--- config.mk ---
export PLATFORM = sky130hd
export DESIGN_NAME = aes_uart_cmd_ctrl
export DESIGN_NICKNAME = d
export VERILOG_FILES = /design/src/rtl/aes_uart_pkg.sv /design/src/rtl/aes_byte_shifter.sv /design/src/rtl/aes_uart_cmd_ctrl.sv
export SDC_FILE = /design/constraint.sdc
export NUM_CORES = 1
export LEC_CHECK = 0
export ABC_CLOCK_PERIOD_IN_PS = 2700
export CAP_MARGIN = 25
export CORE_AREA = 3 3 250 252
export CTS_CLUSTER_DIAMETER = 100
export DETAILED_ROUTE_END_ITERATION = 7
export DIE_AREA = 0 0 253 255
export PLACE_DENSITY = 0.73
export SETUP_SLACK_MARGIN = 0.15
export SLEW_MARGIN = 20
export SYNTH_ARGS = -nofsm -noshare
export SYNTH_HDL_FRONTEND = slang
export SYNTH_HIERARCHICAL = 1
export SYNTH_SLANG_ARGS = --single-unit
--- constraint.sdc ---
create_clock -name CLK -period 2.7 [get_ports CLK]
set_input_delay 0.54 -clock CLK [delete_from_list [all_inputs] [get_ports CLK]]
set_output_delay 0.54 -clock CLK [all_outputs]
set_load 0.05 [all_outputs]
--- src/rtl/aes_uart_pkg.sv ---
// aes_uart_pkg: shared definitions for the UART-to-AES command controller.
//   - state_t     : controller FSM states
//   - CMD_*_DFLT  : default command bytes (key load, encrypt, core reset)
//   - ACK_/RSP_*  : response bytes returned to the host
//   - BLOCK_BYTES : bytes per 128-bit block, LAST_BYTE is its final index
//   - accepts_rx(): states in which an incoming byte is consumed
package aes_uart_pkg;

  typedef enum logic [3:0] {
    ST_IDLE     = 4'd0,
    ST_RX_KEY   = 4'd1,
    ST_RX_DAT   = 4'd2,
    ST_KEY_GO   = 4'd3,
    ST_KEY_WAIT = 4'd4,
    ST_ENC_GO   = 4'd5,
    ST_ENC_WAIT = 4'd6,
    ST_TX_RES   = 4'd7,
    ST_TX_ACK   = 4'd8,
    ST_RST_HOLD = 4'd9
  } state_t;

  localparam logic [7:0] CMD_KEY_DFLT = 8'h4B;  // 'K'
  localparam logic [7:0] CMD_ENC_DFLT = 8'h44;  // 'D'
  localparam logic [7:0] CMD_RST_DFLT = 8'h52;  // 'R'

  localparam logic [7:0] ACK_KEY = 8'h6B;
  localparam logic [7:0] ACK_RST = 8'h72;
  localparam logic [7:0] RSP_UNK = 8'h3F;
  localparam logic [7:0] RSP_TMO = 8'hEE;

  localparam int unsigned BLOCK_BYTES = 16;
  localparam logic [3:0]  LAST_BYTE   = 4'(BLOCK_BYTES - 1);

  // Only the idle and block-assembly states consume RX bytes; anywhere else
  // an incoming byte is an overrun.
  function automatic logic accepts_rx(input state_t st);
    return (st == ST_IDLE) || (st == ST_RX_KEY) || (st == ST_RX_DAT);
  endfunction

endpackage

--- src/rtl/aes_byte_shifter.sv ---
// aes_byte_shifter: 128-bit register that moves a byte at a time.
//   clk, rst_n : clock, asynchronous active-low reset
//   shift_en   : shift left by one byte, byte_in enters at the low end
//   byte_in    : byte shifted in (tie to zero when unloading)
//   load_en    : parallel load of load_data, clears the byte counter
//   load_data  : 128-bit parallel load value
//   data       : current register contents (bits [127:120] are the head byte)
//   cnt        : number of shifts since reset/load, modulo 16
module aes_byte_shifter (
  input  logic         clk,
  input  logic         rst_n,
  input  logic         shift_en,
  input  logic [7:0]   byte_in,
  input  logic         load_en,
  input  logic [127:0] load_data,
  output logic [127:0] data,
  output logic [3:0]   cnt
);

  logic [127:0] data_r;
  logic [3:0]   cnt_r;

  // Shift/load register with its byte counter; load takes priority.
  always_ff @(posedge clk or negedge rst_n) begin
    if (!rst_n) begin
      data_r <= 128'h0;
      cnt_r  <= 4'h0;
    end else if (load_en) begin
      data_r <= load_data;
      cnt_r  <= 4'h0;
    end else if (shift_en) begin
      data_r <= {data_r[119:0], byte_in};
      cnt_r  <= cnt_r + 4'h1;
    end else begin
      data_r <= data_r;
      cnt_r  <= cnt_r;
    end
  end

  assign data = data_r;
  assign cnt  = cnt_r;

endmodule

--- src/rtl/aes_uart_cmd_ctrl.sv ---
// aes_uart_cmd_ctrl: byte-level command controller between a UART byte
// receiver/transmitter and the AES core.
//   CLK, NRST        : clock, asynchronous active-low reset
//   RX_DATA, RX_VLD  : received byte and its one-cycle strobe
//   TX_DATA, TX_VLD  : byte to transmit, held until TX_RDY
//   TX_RDY           : transmitter accepts when TX_VLD & TX_RDY
//   KIN_AES, DIN_AES : assembled key / plaintext, first byte at [127:120]
//   KDRDY_AES        : one-cycle key-ready pulse
//   EN_AES           : one-cycle encrypt-start pulse
//   RSTn_AES         : core reset, active low
//   BUSY_AES, KVLD_AES, DVLD_AES, DOUT_AES : core status and ciphertext
//   OVR              : sticky flag, an RX byte arrived while busy and was dropped
// TIMEOUT is compared against a 16-bit counter, so it must not exceed 65535.
module aes_uart_cmd_ctrl
  import aes_uart_pkg::*;
#(
  parameter int unsigned RST_CYCLES = 16,
  parameter int unsigned TIMEOUT    = 65535,
  parameter logic [7:0]  CMD_KEY    = CMD_KEY_DFLT,
  parameter logic [7:0]  CMD_ENC    = CMD_ENC_DFLT,
  parameter logic [7:0]  CMD_RST    = CMD_RST_DFLT
) (
  input  logic         CLK,
  input  logic         NRST,
  input  logic [7:0]   RX_DATA,
  input  logic         RX_VLD,
  output logic [7:0]   TX_DATA,
  output logic         TX_VLD,
  input  logic         TX_RDY,
  output logic [127:0] KIN_AES,
  output logic [127:0] DIN_AES,
  output logic         KDRDY_AES,
  output logic         EN_AES,
  output logic         RSTn_AES,
  input  logic         BUSY_AES,
  input  logic         KVLD_AES,
  input  logic         DVLD_AES,
  input  logic [127:0] DOUT_AES,
  output logic         OVR
);

  state_t       state_r, state_nxt_s;
  logic [15:0]  wait_cnt_r;
  logic         tmo_hit_s;
  logic         rst_done_s;

  logic         rx_shift_s, rx_last_s;
  logic [127:0] rx_data_s;
  logic [3:0]   rx_cnt_s;

  logic         tx_acc_s, tx_load_s;
  logic [127:0] tx_load_data_s;
  logic [127:0] tx_data_s;
  logic [3:0]   tx_cnt_s;

  logic         ack_set_s;
  logic [7:0]   ack_byte_s;
  logic         key_load_s, dat_load_s, tx_cap_s, en_s;

  // Head byte of the RX register is never needed (the 16th byte pushes it
  // out) and the TX body is only ever read through its head byte.
  logic         unused_s;
  assign unused_s = ^{rx_data_s[127:120], tx_data_s[119:0]};

  assign rx_shift_s = RX_VLD && ((state_r == ST_RX_KEY) || (state_r == ST_RX_DAT));
  assign rx_last_s  = rx_shift_s && (rx_cnt_s == LAST_BYTE);
  assign tx_acc_s   = (state_r == ST_TX_RES) && TX_VLD && TX_RDY;
  assign tmo_hit_s  = (wait_cnt_r == 16'(TIMEOUT));
  assign rst_done_s = (wait_cnt_r == 16'(RST_CYCLES - 1));

  // Ciphertext and single-byte responses share the TX register; a response
  // is loaded into the head byte so TX_DATA always comes from one place.
  assign tx_load_s      = tx_cap_s || ack_set_s;
  assign tx_load_data_s = tx_cap_s ? DOUT_AES : {ack_byte_s, 120'h0};
  assign TX_DATA        = tx_data_s[127:120];

  aes_byte_shifter u_rx_shifter (
    .clk       (CLK),
    .rst_n     (NRST),
    .shift_en  (rx_shift_s),
    .byte_in   (RX_DATA),
    .load_en   (1'b0),
    .load_data (128'h0),
    .data      (rx_data_s),
    .cnt       (rx_cnt_s)
  );

  aes_byte_shifter u_tx_shifter (
    .clk       (CLK),
    .rst_n     (NRST),
    .shift_en  (tx_acc_s),
    .byte_in   (8'h00),
    .load_en   (tx_load_s),
    .load_data (tx_load_data_s),
    .data      (tx_data_s),
    .cnt       (tx_cnt_s)
  );

  // FSM state register.
  always_ff @(posedge CLK or negedge NRST) begin
    if (!NRST) begin
      state_r <= ST_IDLE;
    end else begin
      state_r <= state_nxt_s;
    end
  end

  // Next-state decode plus the one-cycle action strobes of each transition.
  always_comb begin
    state_nxt_s = state_r;
    ack_set_s   = 1'b0;
    ack_byte_s  = 8'h00;
    key_load_s  = 1'b0;
    dat_load_s  = 1'b0;
    tx_cap_s    = 1'b0;
    en_s        = 1'b0;
    case (state_r)
      ST_IDLE: begin
        if (RX_VLD) begin
          if (RX_DATA == CMD_KEY) begin
            state_nxt_s = ST_RX_KEY;
          end else if (RX_DATA == CMD_ENC) begin
            state_nxt_s = ST_RX_DAT;
          end else if (RX_DATA == CMD_RST) begin
            state_nxt_s = ST_RST_HOLD;
          end else begin
            state_nxt_s = ST_TX_ACK;
            ack_set_s   = 1'b1;
            ack_byte_s  = RSP_UNK;
          end
        end else begin
          state_nxt_s = ST_IDLE;
        end
      end
      ST_RX_KEY: begin
        if (rx_last_s) begin
          state_nxt_s = ST_KEY_GO;
          key_load_s  = 1'b1;
        end else begin
          state_nxt_s = ST_RX_KEY;
        end
      end
      ST_RX_DAT: begin
        if (rx_last_s) begin
          state_nxt_s = ST_ENC_GO;
          dat_load_s  = 1'b1;
        end else begin
          state_nxt_s = ST_RX_DAT;
        end
      end
      ST_KEY_GO: begin
        state_nxt_s = ST_KEY_WAIT;
      end
      ST_KEY_WAIT: begin
        // The strobe is tested first so a completion on the timeout cycle wins.
        if (KVLD_AES) begin
          state_nxt_s = ST_TX_ACK;
          ack_set_s   = 1'b1;
          ack_byte_s  = ACK_KEY;
        end else if (tmo_hit_s) begin
          state_nxt_s = ST_TX_ACK;
          ack_set_s   = 1'b1;
          ack_byte_s  = RSP_TMO;
        end else begin
          state_nxt_s = ST_KEY_WAIT;
        end
      end
      ST_ENC_GO: begin
        // A core that never drops BUSY is bounded by the same timeout.
        if (!BUSY_AES) begin
          state_nxt_s = ST_ENC_WAIT;
          en_s        = 1'b1;
        end else if (tmo_hit_s) begin
          state_nxt_s = ST_TX_ACK;
          ack_set_s   = 1'b1;
          ack_byte_s  = RSP_TMO;
        end else begin
          state_nxt_s = ST_ENC_GO;
        end
      end
      ST_ENC_WAIT: begin
        if (DVLD_AES) begin
          state_nxt_s = ST_TX_RES;
          tx_cap_s    = 1'b1;
        end else if (tmo_hit_s) begin
          state_nxt_s = ST_TX_ACK;
          ack_set_s   = 1'b1;
          ack_byte_s  = RSP_TMO;
        end else begin
          state_nxt_s = ST_ENC_WAIT;
        end
      end
      ST_TX_RES: begin
        if (tx_acc_s && (tx_cnt_s == LAST_BYTE)) begin
          state_nxt_s = ST_IDLE;
        end else begin
          state_nxt_s = ST_TX_RES;
        end
      end
      ST_TX_ACK: begin
        if (TX_RDY) begin
          state_nxt_s = ST_IDLE;
        end else begin
          state_nxt_s = ST_TX_ACK;
        end
      end
      ST_RST_HOLD: begin
        if (rst_done_s) begin
          state_nxt_s = ST_TX_ACK;
          ack_set_s   = 1'b1;
          ack_byte_s  = ACK_RST;
        end else begin
          state_nxt_s = ST_RST_HOLD;
        end
      end
      default: begin
        state_nxt_s = ST_IDLE;
      end
    endcase
  end

  // Shared wait counter: restarts on entry to KEY_WAIT, ENC_GO or RST_HOLD;
  // ENC_GO -> ENC_WAIT keeps counting so BUSY stall time is included.
  always_ff @(posedge CLK or negedge NRST) begin
    if (!NRST) begin
      wait_cnt_r <= 16'h0;
    end else if ((state_nxt_s != state_r) &&
                 ((state_nxt_s == ST_KEY_WAIT) || (state_nxt_s == ST_ENC_GO) ||
                  (state_nxt_s == ST_RST_HOLD))) begin
      wait_cnt_r <= 16'h0;
    end else if (((state_r == ST_KEY_WAIT) || (state_r == ST_ENC_GO) ||
                  (state_r == ST_ENC_WAIT) || (state_r == ST_RST_HOLD)) &&
                 (wait_cnt_r != 16'hFFFF)) begin
      wait_cnt_r <= wait_cnt_r + 16'h1;
    end else begin
      wait_cnt_r <= wait_cnt_r;
    end
  end

  // Key/plaintext registers, written on the cycle the 16th byte arrives.
  always_ff @(posedge CLK or negedge NRST) begin
    if (!NRST) begin
      KIN_AES <= 128'h0;
      DIN_AES <= 128'h0;
    end else begin
      if (key_load_s) begin
        KIN_AES <= {rx_data_s[119:0], RX_DATA};
      end else begin
        KIN_AES <= KIN_AES;
      end
      if (dat_load_s) begin
        DIN_AES <= {rx_data_s[119:0], RX_DATA};
      end else begin
        DIN_AES <= DIN_AES;
      end
    end
  end

  // Registered handshake outputs, derived from the state being entered.
  always_ff @(posedge CLK or negedge NRST) begin
    if (!NRST) begin
      KDRDY_AES <= 1'b0;
      EN_AES    <= 1'b0;
      RSTn_AES  <= 1'b0;
      TX_VLD    <= 1'b0;
    end else begin
      KDRDY_AES <= (state_nxt_s == ST_KEY_GO);
      EN_AES    <= en_s;
      RSTn_AES  <= (state_nxt_s != ST_RST_HOLD);
      TX_VLD    <= (state_nxt_s == ST_TX_RES) || (state_nxt_s == ST_TX_ACK);
    end
  end

  // Sticky overrun flag; only NRST clears it.
  always_ff @(posedge CLK or negedge NRST) begin
    if (!NRST) begin
      OVR <= 1'b0;
    end else if (RX_VLD && !accepts_rx(state_r)) begin
      OVR <= 1'b1;
    end else begin
      OVR <= OVR;
    end
  end

endmodule
* Word level (Yosys, flattened, before mapping)
Cells that the tools add are included.
** Cells by class
- $add $sub $neg :: 3
- Eq/ne operators :: 25
- Mux-type cells :: 50
- Reduce and logical (&&, ||, !) cells :: 22
** Operator list (count)
- two-way mux 128 bit :: 3
- two-way mux 4 bit :: 12
- one-hot mux 4 bit (10 select lines) :: 1
- one-hot mux 8 bit (5 select lines) :: 1
- two-way mux 16 bit :: 2
- two-way mux 8 bit :: 4
- == test 4 x 3 -> 1 bit (second input constant) :: 7
- == test 4 bit (second input constant) :: 6
- == test 8 x 7 -> 1 bit (second input constant) :: 3
- two-way mux 6 bit :: 4
- two-way mux 1 bit :: 18
- adder 16 x 1 -> 16 bit (second input constant) :: 1
- == test 16 bit (second input constant) :: 1
- == test 16 x 4 -> 1 bit (second input constant) :: 1
- != test 16 bit (second input constant) :: 1
- == test 4 x 2 -> 1 bit (second input constant) :: 3
- logical OR 1 bit :: 10
- adder 4 x 1 -> 4 bit (second input constant) :: 2
- logical AND 1 bit :: 8
- two-way mux 7 bit :: 1
- two-way mux 3 bit :: 2
- one-hot mux 1 bit (5 select lines) :: 1
- == test 4 x 1 -> 1 bit (second input constant) :: 1
- logical NOT 4 bit :: 1
- other kinds (5) :: 6
** Storage, ports and cells
- Bits in registers :: 537
- Bits of input ports :: 143
- Output and inout bits :: 269
- Word-level logic and storage cells :: 113

* Logic depth before layout (Yosys ltp)
Gate-level depths: netlist of run 1.
- Depth after elaboration :: 11
- Gate-level depth with buffers :: 11
- Depth with buffers taken out :: 8

* Cells and area by module
Netlist of run 1, hierarchy kept.
** By module, submodules not included
- aes_byte_shifter :: times used 2, cells each 572, area an instance 6075.8 um^2, sequential area each 3303.2 um^2
- aes_uart_cmd_ctrl :: times used 1, cells each 878, area an instance 11966.5 um^2, sequential area each 7031.7 um^2

* Least setup slack after synthesis of run 1
No wires, ideal clock.
- Path type :: register to register
- Start point :: register wait_cnt_r[0]
- End point :: register wait_cnt_r[10]
- Setup time :: 0.122 ns
- Arrival :: 2.376 ns
- Data required time :: 2.578 ns
- Setup slack :: 0.202 ns
- Cell stages (with the launch flop) :: 9
- Buffers on the path :: 1
- Clock period less this slack :: 2.498 ns
- Cells stage by stage :: dfrtp_1 > ha_1 > nand4_1 > nor4_4 > a21boi_2 > or4_4 > a311oi_4 > buf_6 > a21oi_1
** On the way
- Longest elaborated chain between the ends :: 9
** Ends and longest elaborated chain
- start: declaration :: line aes_uart_cmd_ctrl.sv:43 : logic [15:0] wait_cnt_r;
- start signal: assignment :: line aes_uart_cmd_ctrl.sv:234 : wait_cnt_r <= wait_cnt_r + 16'h1;
- start signal: assignment :: line aes_uart_cmd_ctrl.sv:236 : wait_cnt_r <= wait_cnt_r;
- == test 16 bit (*) :: line aes_uart_cmd_ctrl.sv:68 : assign tmo_hit_s = (wait_cnt_r == 16'(TIMEOUT));
- two-way mux 4 bit (*) :: line aes_uart_cmd_ctrl.sv:185 : end else if (tmo_hit_s) begin
- two-way mux 4 bit (*) :: line aes_uart_cmd_ctrl.sv:182 : if (DVLD_AES) begin
- one-hot mux 4 bit (10 select lines) (*) :: line aes_uart_cmd_ctrl.sv:117 : case (state_r)
- named net state_nxt_s[1] :: line aes_uart_cmd_ctrl.sv:42 : state_t state_r, state_nxt_s;
- == test 4 x 3 -> 1 bit :: line aes_uart_cmd_ctrl.sv:228 : ((state_nxt_s == ST_KEY_WAIT) || (state_nxt_s == ST_ENC_GO) ||
- logical OR 1 bit (2 in series) :: line aes_uart_cmd_ctrl.sv:228
- logical AND 1 bit (*) :: line aes_uart_cmd_ctrl.sv:227 : end else if ((state_nxt_s != state_r) &&
- two-way mux 16 bit or nonzero test 2 bit (tied branches)
Mark *: on every way through the listed nets, which the timed path passes. The rest lies on a longest branch. The select of a mux whose other input is x is not followed.
A chain may end at the register's enable or synchronous reset.

* Worst setup path in the final report of run 1
- Start point :: register wait_cnt_r[10]
- End point :: register wait_cnt_r[1]
** On the way
- Longest elaborated chain between the ends :: 9
** Ends and longest elaborated chain (line)
- == test 16 bit :: aes_uart_cmd_ctrl.sv:68
- two-way mux 4 bit (on tied branches) :: aes_uart_cmd_ctrl.sv:173, aes_uart_cmd_ctrl.sv:160, aes_uart_cmd_ctrl.sv:185
- two-way mux 4 bit (on tied branches) :: aes_uart_cmd_ctrl.sv:170, aes_uart_cmd_ctrl.sv:156, aes_uart_cmd_ctrl.sv:182
- one-hot mux 4 bit (10 select lines) :: aes_uart_cmd_ctrl.sv:117
- == test 4 x 3 -> 1 bit :: aes_uart_cmd_ctrl.sv:228
- logical OR 1 bit (2 in series) :: aes_uart_cmd_ctrl.sv:228
- logical AND 1 bit :: aes_uart_cmd_ctrl.sv:227
- two-way mux 16 bit or nonzero test 2 bit (tied branches)
Parallel ways exist; a longest one is shown, timed or not.

==> results of run 1 <==
## routing by layer
metal	GRT usage (%)	up-vias
met5	0	-
met4	7.13	4
met1	24.6	8318
li1	-	7929
met3	6.04	131
met2	32.3	495
## path summary, 6_finish.rpt
kind	cells past startpoint	end	start	slack, ns
min reg2reg	1	DIN_AES[77]	DIN_AES[77]	0.50
max	8	wait_cnt_r[1]	wait_cnt_r[10]	0.25
max in group asynchronous	4	KIN_AES[87]	NRST	1.34
min in group CLK	1	DIN_AES[77]	DIN_AES[77]	0.50
min	2	DIN_AES[110]	NRST	0.45
max reg2reg	8	wait_cnt_r[1]	wait_cnt_r[10]	0.25
## critical path, cell delays in order (launching register included)
cell and delay, ns:
dfrtp_2 0.44, or4_4 0.57, nor4_4 0.21, buf_4 0.16, a211oi_1 0.10, or2_2 0.33
a311oi_4 0.26, buf_12 0.18, a21oi_1 0.08
## registers in the layout, indices dropped and copies added (netlist names)
signal             flops
KDRDY_AES              1
EN_AES                 1
KIN_AES              128
state_r                4
u_tx_shifter/data    128
RSTn_AES               1
OVR                    1
DIN_AES              128
u_rx_shifter/cnt       4
wait_cnt_r            16
u_rx_shifter/data    120
TX_VLD                 1
u_tx_shifter/cnt       4
## repair_timing
item | 4_1_cts | 5_1_grt
setup endpoints to repair | 17 | 28
cloned | 0 | 2
endpoints found under the hold margin | 28 | 0
resized for setup | 1 | 16
hold buffers | 1 | 0
pin swaps | 1 | 4
setup buffers | 0 | 7
## cells in the final DEF (no fill, tap or decap), drive strengths merged, types with 3 or more instances in the layout
master / instances
dfrtp: 537
clkdlybuf4s50: 410
nand2: 273
mux2: 257
o21ai: 253
mux2i: 251
conb: 129
and2: 121
buf: 109
clkbuf: 78
a21oi: 21
nor2: 16
clkinv: 16
nand3: 13
nand4: 12
xnor2: 9
nor3: 9
xor2: 8
nor2b: 7
inv: 7
or4: 5
nor4: 5
or2: 4
clkinvlp: 4
nand2b: 3
o21a: 3
o211ai: 3
ha: 3
nor4b: 3
## cell type report
type,count,area share (%)
clock buffers,76,5.08
well taps,782,3.08
diodes,2,0.0157
repair buffers,522,16.9
inverters,5,0.0590
flip-flops and latches,537,42.3
multi-input cells,1440,31.8
clock inverters,24,0.783
## where the power goes
part	switching (mW)	total [mW]	internal, mW	leakage, nW
clock network	3.30	7.70	4.40	0.916
registers	0.513	8.97	8.46	7.23
logic	1.77	3.17	1.40	5.63
total	5.58	19.8	14.3	13.8
## through the flow
stage / cells / utilization (%) / worst slack, ns / hold slack, ns
final: 3388 / 52.7 / 0.247 / 0.448
after global routing: 3386 / 52.7 / 0.130 / 0.456
after CTS: 3377 / 52.4 / 0.168 / 0.432
after detailed placement: 3276 / 49.3 / -0.286 / 0.492
after global placement: 3276 / 49.3 / -0.307 / 0.490
after floorplan: 2118 / - / 0.202 / 0.244
==> impl_metrics.py, run 1 <==
metrics = {
    "final_layout": {
        "fin_area_um2": 31800,
        "finalNetCount": 2708,
        "nFillCells": 5117,
        "drive_gt1_share_pct": 19.0,
        "area_growth_pct": 33.8,
        "multiInputGateArea_um2": 10100,
        "seq_area_um2": 13400,
    },
    "placed_design": {
        "dpl-instance-area_um2": 29800,
        "hpwl_um": 45200,
        "port_buffers": 411,
        "gp_congestion": 0.857,
    },
    "yosys": {
        "ys_warn_count": 6,
        "postSynthAreaPerCell_um2": 11.9,
        "syn_area_um2": 23800,
        "syn_inst": 1990,
    },
    "timing": {
        "worst_pin_slew_ns": 0.638,
        "timing.final.crit_share_pct": 90.8,
        "setup_viol": 0,
        "hold_viol": 0,
        "fmax_mhz": 408,
        "relSlewSlack_pct": 57.3,
        "finalSetupTns_ns": 0,
        "slew_violations": 0,
        "grt_setup_unrepaired": "yes",
        "finClkSkew_ns": 0.0254,
        "min_period_ns": 2.45,
    },
    "clock_tree": {
        "clockRootBuffer": "clkbuf_16",
        "cts_tree": "yes",
        "clkLatencyLatePin_ns": 0.62,
        "cts_inserted_buffers": 56,
        "htreeDepth": 2,
        "clock-sinks": 537,
        "clk_pin_slew_ns": 0.06,
        "cts_buffer_depth": 3,
    },
    "die": {
        "die_w_um": 253,
        "initial_core_util_pct": 39.4,
        "io_pins": 412,
        "die-area_um2": 64500,
        "core-area_um2": 60400,
        "dieHeight_um": 255,
        "rows": 90,
    },
    "route": {
        "wl_met1_um": 27000,
        "wirelength_um": 64900,
        "first_pass_iters": 5,
        "initialDrtViolationCount": 1095,
        "post_drt_wl_per_cell_um": 19.2,
        "drc": 0,
        "top_layer": "met5",
        "wl_met2_um": 30600,
        "dr_wl_met3_um": 4970,
        "vias": 16900,
        "vias_per_cell": 4.98,
        "ant_nets": 0,
    },
    "grt": {
        "antenna_found_initial": 5,
        "grt_max_degree": 246,
        "grt_util_all_layers_pct": 19.7,
        "gr-total-overflow": 0,
        "grt_pass1_vias": 17600,
        "grt_pass1_wl_um": 100000,
    },
    "pwr": {
        "finalPower_mw": 19.8,
        "p_leak_nw": 13.8,
        "peakVddDrop_mv": 0.498,
        "p_per_area_nw_per_um2": 624,
    },
    "job": {
        "drv_cap": 0,
    },
    "worst_setup_path": {
        "critPathArrivalTime_ns": 2.93,
        "cp-end-kind": "flop",
        "worstPathMaxFanout": 16,
        "critPathKind": "reg2reg",
        "setup.worst_path.start_class": "flop",
        "cp.required_ns": 3.18,
    },
    "min_path": {
        "hold_class": "in2async",
    },
    "status": {
        "status": "completed",
    },
}
Note: power is estimated with default switching activity, not from simulation.
==> run 2: changes to the inputs <==
Settings changed: PLACE_DENSITY 0.73 to default, PLACE_DENSITY_LB_ADDON from default to 0.12.
==> impl_metrics.py, run 2 (synthesis gave the netlist of run 1 again) <==
metrics = {
    "status": {
        "status": "completed",
    },
    "clock_tree": {
        "clock-sinks": 537,
        "clkLatencyLatePin_ns": 0.61,
        "clk_pin_slew_ns": 0.06,
        "cts_inserted_buffers": 58,
        "htreeDepth": 2,
        "clockRootBuffer": "clkbuf_16",
        "cts_tree": "yes",
        "cts_buffer_depth": 3,
    },
    "route": {
        "vias_per_cell": 4.91,
        "first_pass_iters": 5,
        "post_drt_wl_per_cell_um": 19.5,
        "vias": 16700,
        "wirelength_um": 66300,
        "initialDrtViolationCount": 738,
        "drc": 0,
        "ant_nets": 0,
    },
    "job": {
        "drv_cap": 0,
    },
    "worst_setup_path": {
        "critPathArrivalTime_ns": 2.96,
        "critPathKind": "reg2reg",
        "path_cells": "or2_2 -> or4_4 -> o211ai_1 -> nor3_2 -> buf_4 -> a311oi_4 -> buf_4 -> clkbuf_16 -> a21oi_1",
        "critPathMostFrequentCell": "buf_4",
        "max_stage_delay_ns": 0.55,
        "worst_r2r_path_depth": 9,
        "r2r-start": "state_r[3]",
        "crit_family": "simple AND/OR/NAND/NOR gates",
        "cp-end-kind": "flop",
        "worstPathMaxFanout": 9,
        "timing.rr.end": "wait_cnt_r[5]",
        "setup.worst_path.start_class": "flop",
        "critPathBufInv": 3,
        "cp.required_ns": 3.17,
        "r2r_slack_ns": 0.21,
        "critical_path.slowest_cell": "or4_4",
    },
    "die": {
        "die-area_um2": 64500,
        "dieHeight_um": 255,
        "io_pins": 412,
        "core-area_um2": 60400,
        "rows": 90,
        "initial_core_util_pct": 39.4,
        "die_w_um": 253,
    },
    "grt": {
        "grt_max_degree": 246,
        "grt_util_all_layers_pct": 20.4,
        "met2_usage_pct": 34.3,
        "grt_pass1_wl_um": 103000,
        "gr-total-overflow": 0,
        "antenna_found_initial": 1,
        "top_usage_layer": "met2",
        "grt_pass1_vias": 17300,
        "grtUsageMet1_pct": 26.2,
        "grt_util_met3_pct": 5.99,
    },
    "timing": {
        "fmax_mhz": 402,
        "slew_violations": 0,
        "setup_viol": 0,
        "hold_viol": 0,
        "finClkSkew_ns": 0.0235,
        "min_period_ns": 2.49,
        "worst_pin_slew_ns": 0.689,
        "relSlewSlack_pct": 53.9,
        "timing.final.crit_share_pct": 92.2,
        "grt_setup_unrepaired": "yes",
    },
    "final_layout": {
        "final_cell_mix": "dfrtp_1, clkdlybuf4s50_1, nand2_1, mux2_2, mux2i_1",
        "final_common_cell": "dfrtp_1",
        "finalNetCount": 2720,
        "final_core_util_pct": 53.1,
        "area_growth_pct": 35.0,
        "drive_gt1_share_pct": 19.3,
        "nFillCells": 5233,
    },
    "pwr": {
        "p_leak_nw": 13.9,
        "p_per_area_nw_per_um2": 632,
        "peakVddDrop_mv": 0.496,
        "finalPower_mw": 20.3,
    },
    "placed_design": {
        "hpwl_um": 47100,
        "gp_congestion": 0.842,
        "port_buffers": 411,
    },
    "min_path": {
        "hold_class": "in2async",
    },
}
## run 2: cell count changes in the layout (fill, tap and decap cells not counted), sizes merged
cell / change
buf: +11
bufinv: +1
clkbuf: +15
clkinv: -7
clkinvlp: -2
diode: -1
inv: -1
## run 2: worst max path at each step
stage              startpoint                     to  slack (ns)  cells after the start
4_1_cts        wait_cnt_r[12]          wait_cnt_r[3]        0.15                      8
5_1_grt            state_r[3]          wait_cnt_r[8]        0.12                      9
6_report           state_r[3]          wait_cnt_r[5]        0.21                      9
3_5_place_dp       RX_DATA[6]  u_tx_shifter/data[22]       -0.49                     10
2_1_floorplan   wait_cnt_r[0]         wait_cnt_r[10]        0.20                      8
3_3_place_gp       RX_DATA[6]  u_tx_shifter/data[20]       -0.50                     10
## run 2: report_power, final
part	switching, mW	internal, mW
Combinational	1.76	1.50
Clock	3.24	4.79
Sequential	0.536	8.46
## run 2: final cells by class
cell class	instances	area (µm²)	share of cell area [%]
Tap cell	782	978	3.05
Antenna cell	1	2.50	0.00780
Timing Repair Buffer	532	5540	17.3
Clock buffer	92	1780	5.55
Sequential cell	537	13400	41.9
Multi-Input combinational cell	1440	10100	31.6
Inverter	5	18.8	0.0585
Clock inverter	15	181	0.566
## run 2: timing repair
action,4_1_cts,5_1_grt
hold buffers,1,0
cloned,1,0
buffers inserted,6,4
pin swaps,6,3
endpoints found under the hold margin,32,0
gates resized for setup,11,10
endpoints found under the setup margin,25,23
## run 2: stage by stage
stage                     setup slack, ns  hold slack, ns  instances  area [µm²]  TNS, ns
final                               0.210           0.441       3404       32100        0
after global routing                0.125           0.442       3404       32100        0
after CTS                           0.154           0.428       3399       32000        0
after detailed placement           -0.491           0.450       3284       29900   -52.01
after global placement             -0.502           0.444       3284       29900   -58.63
after floorplan                     0.202           0.244       2118       24200        0
## run 2: routing by layer
layer  up-vias  routed length (µm)
li1       7959                   -
met1      8325               28200
met3        71                4740
met5         -                   0
met4         0                1160
met2       346               32200
## run 2: worst reg2reg max path: cells and delay by family (launching register included)
family                 cells  cell delay [ns]
buffers and inverters      3             0.46
DFF                        1             0.47
AOI/OAI and AO/OA          3             0.46
and+or+nand+nor            3             0.99
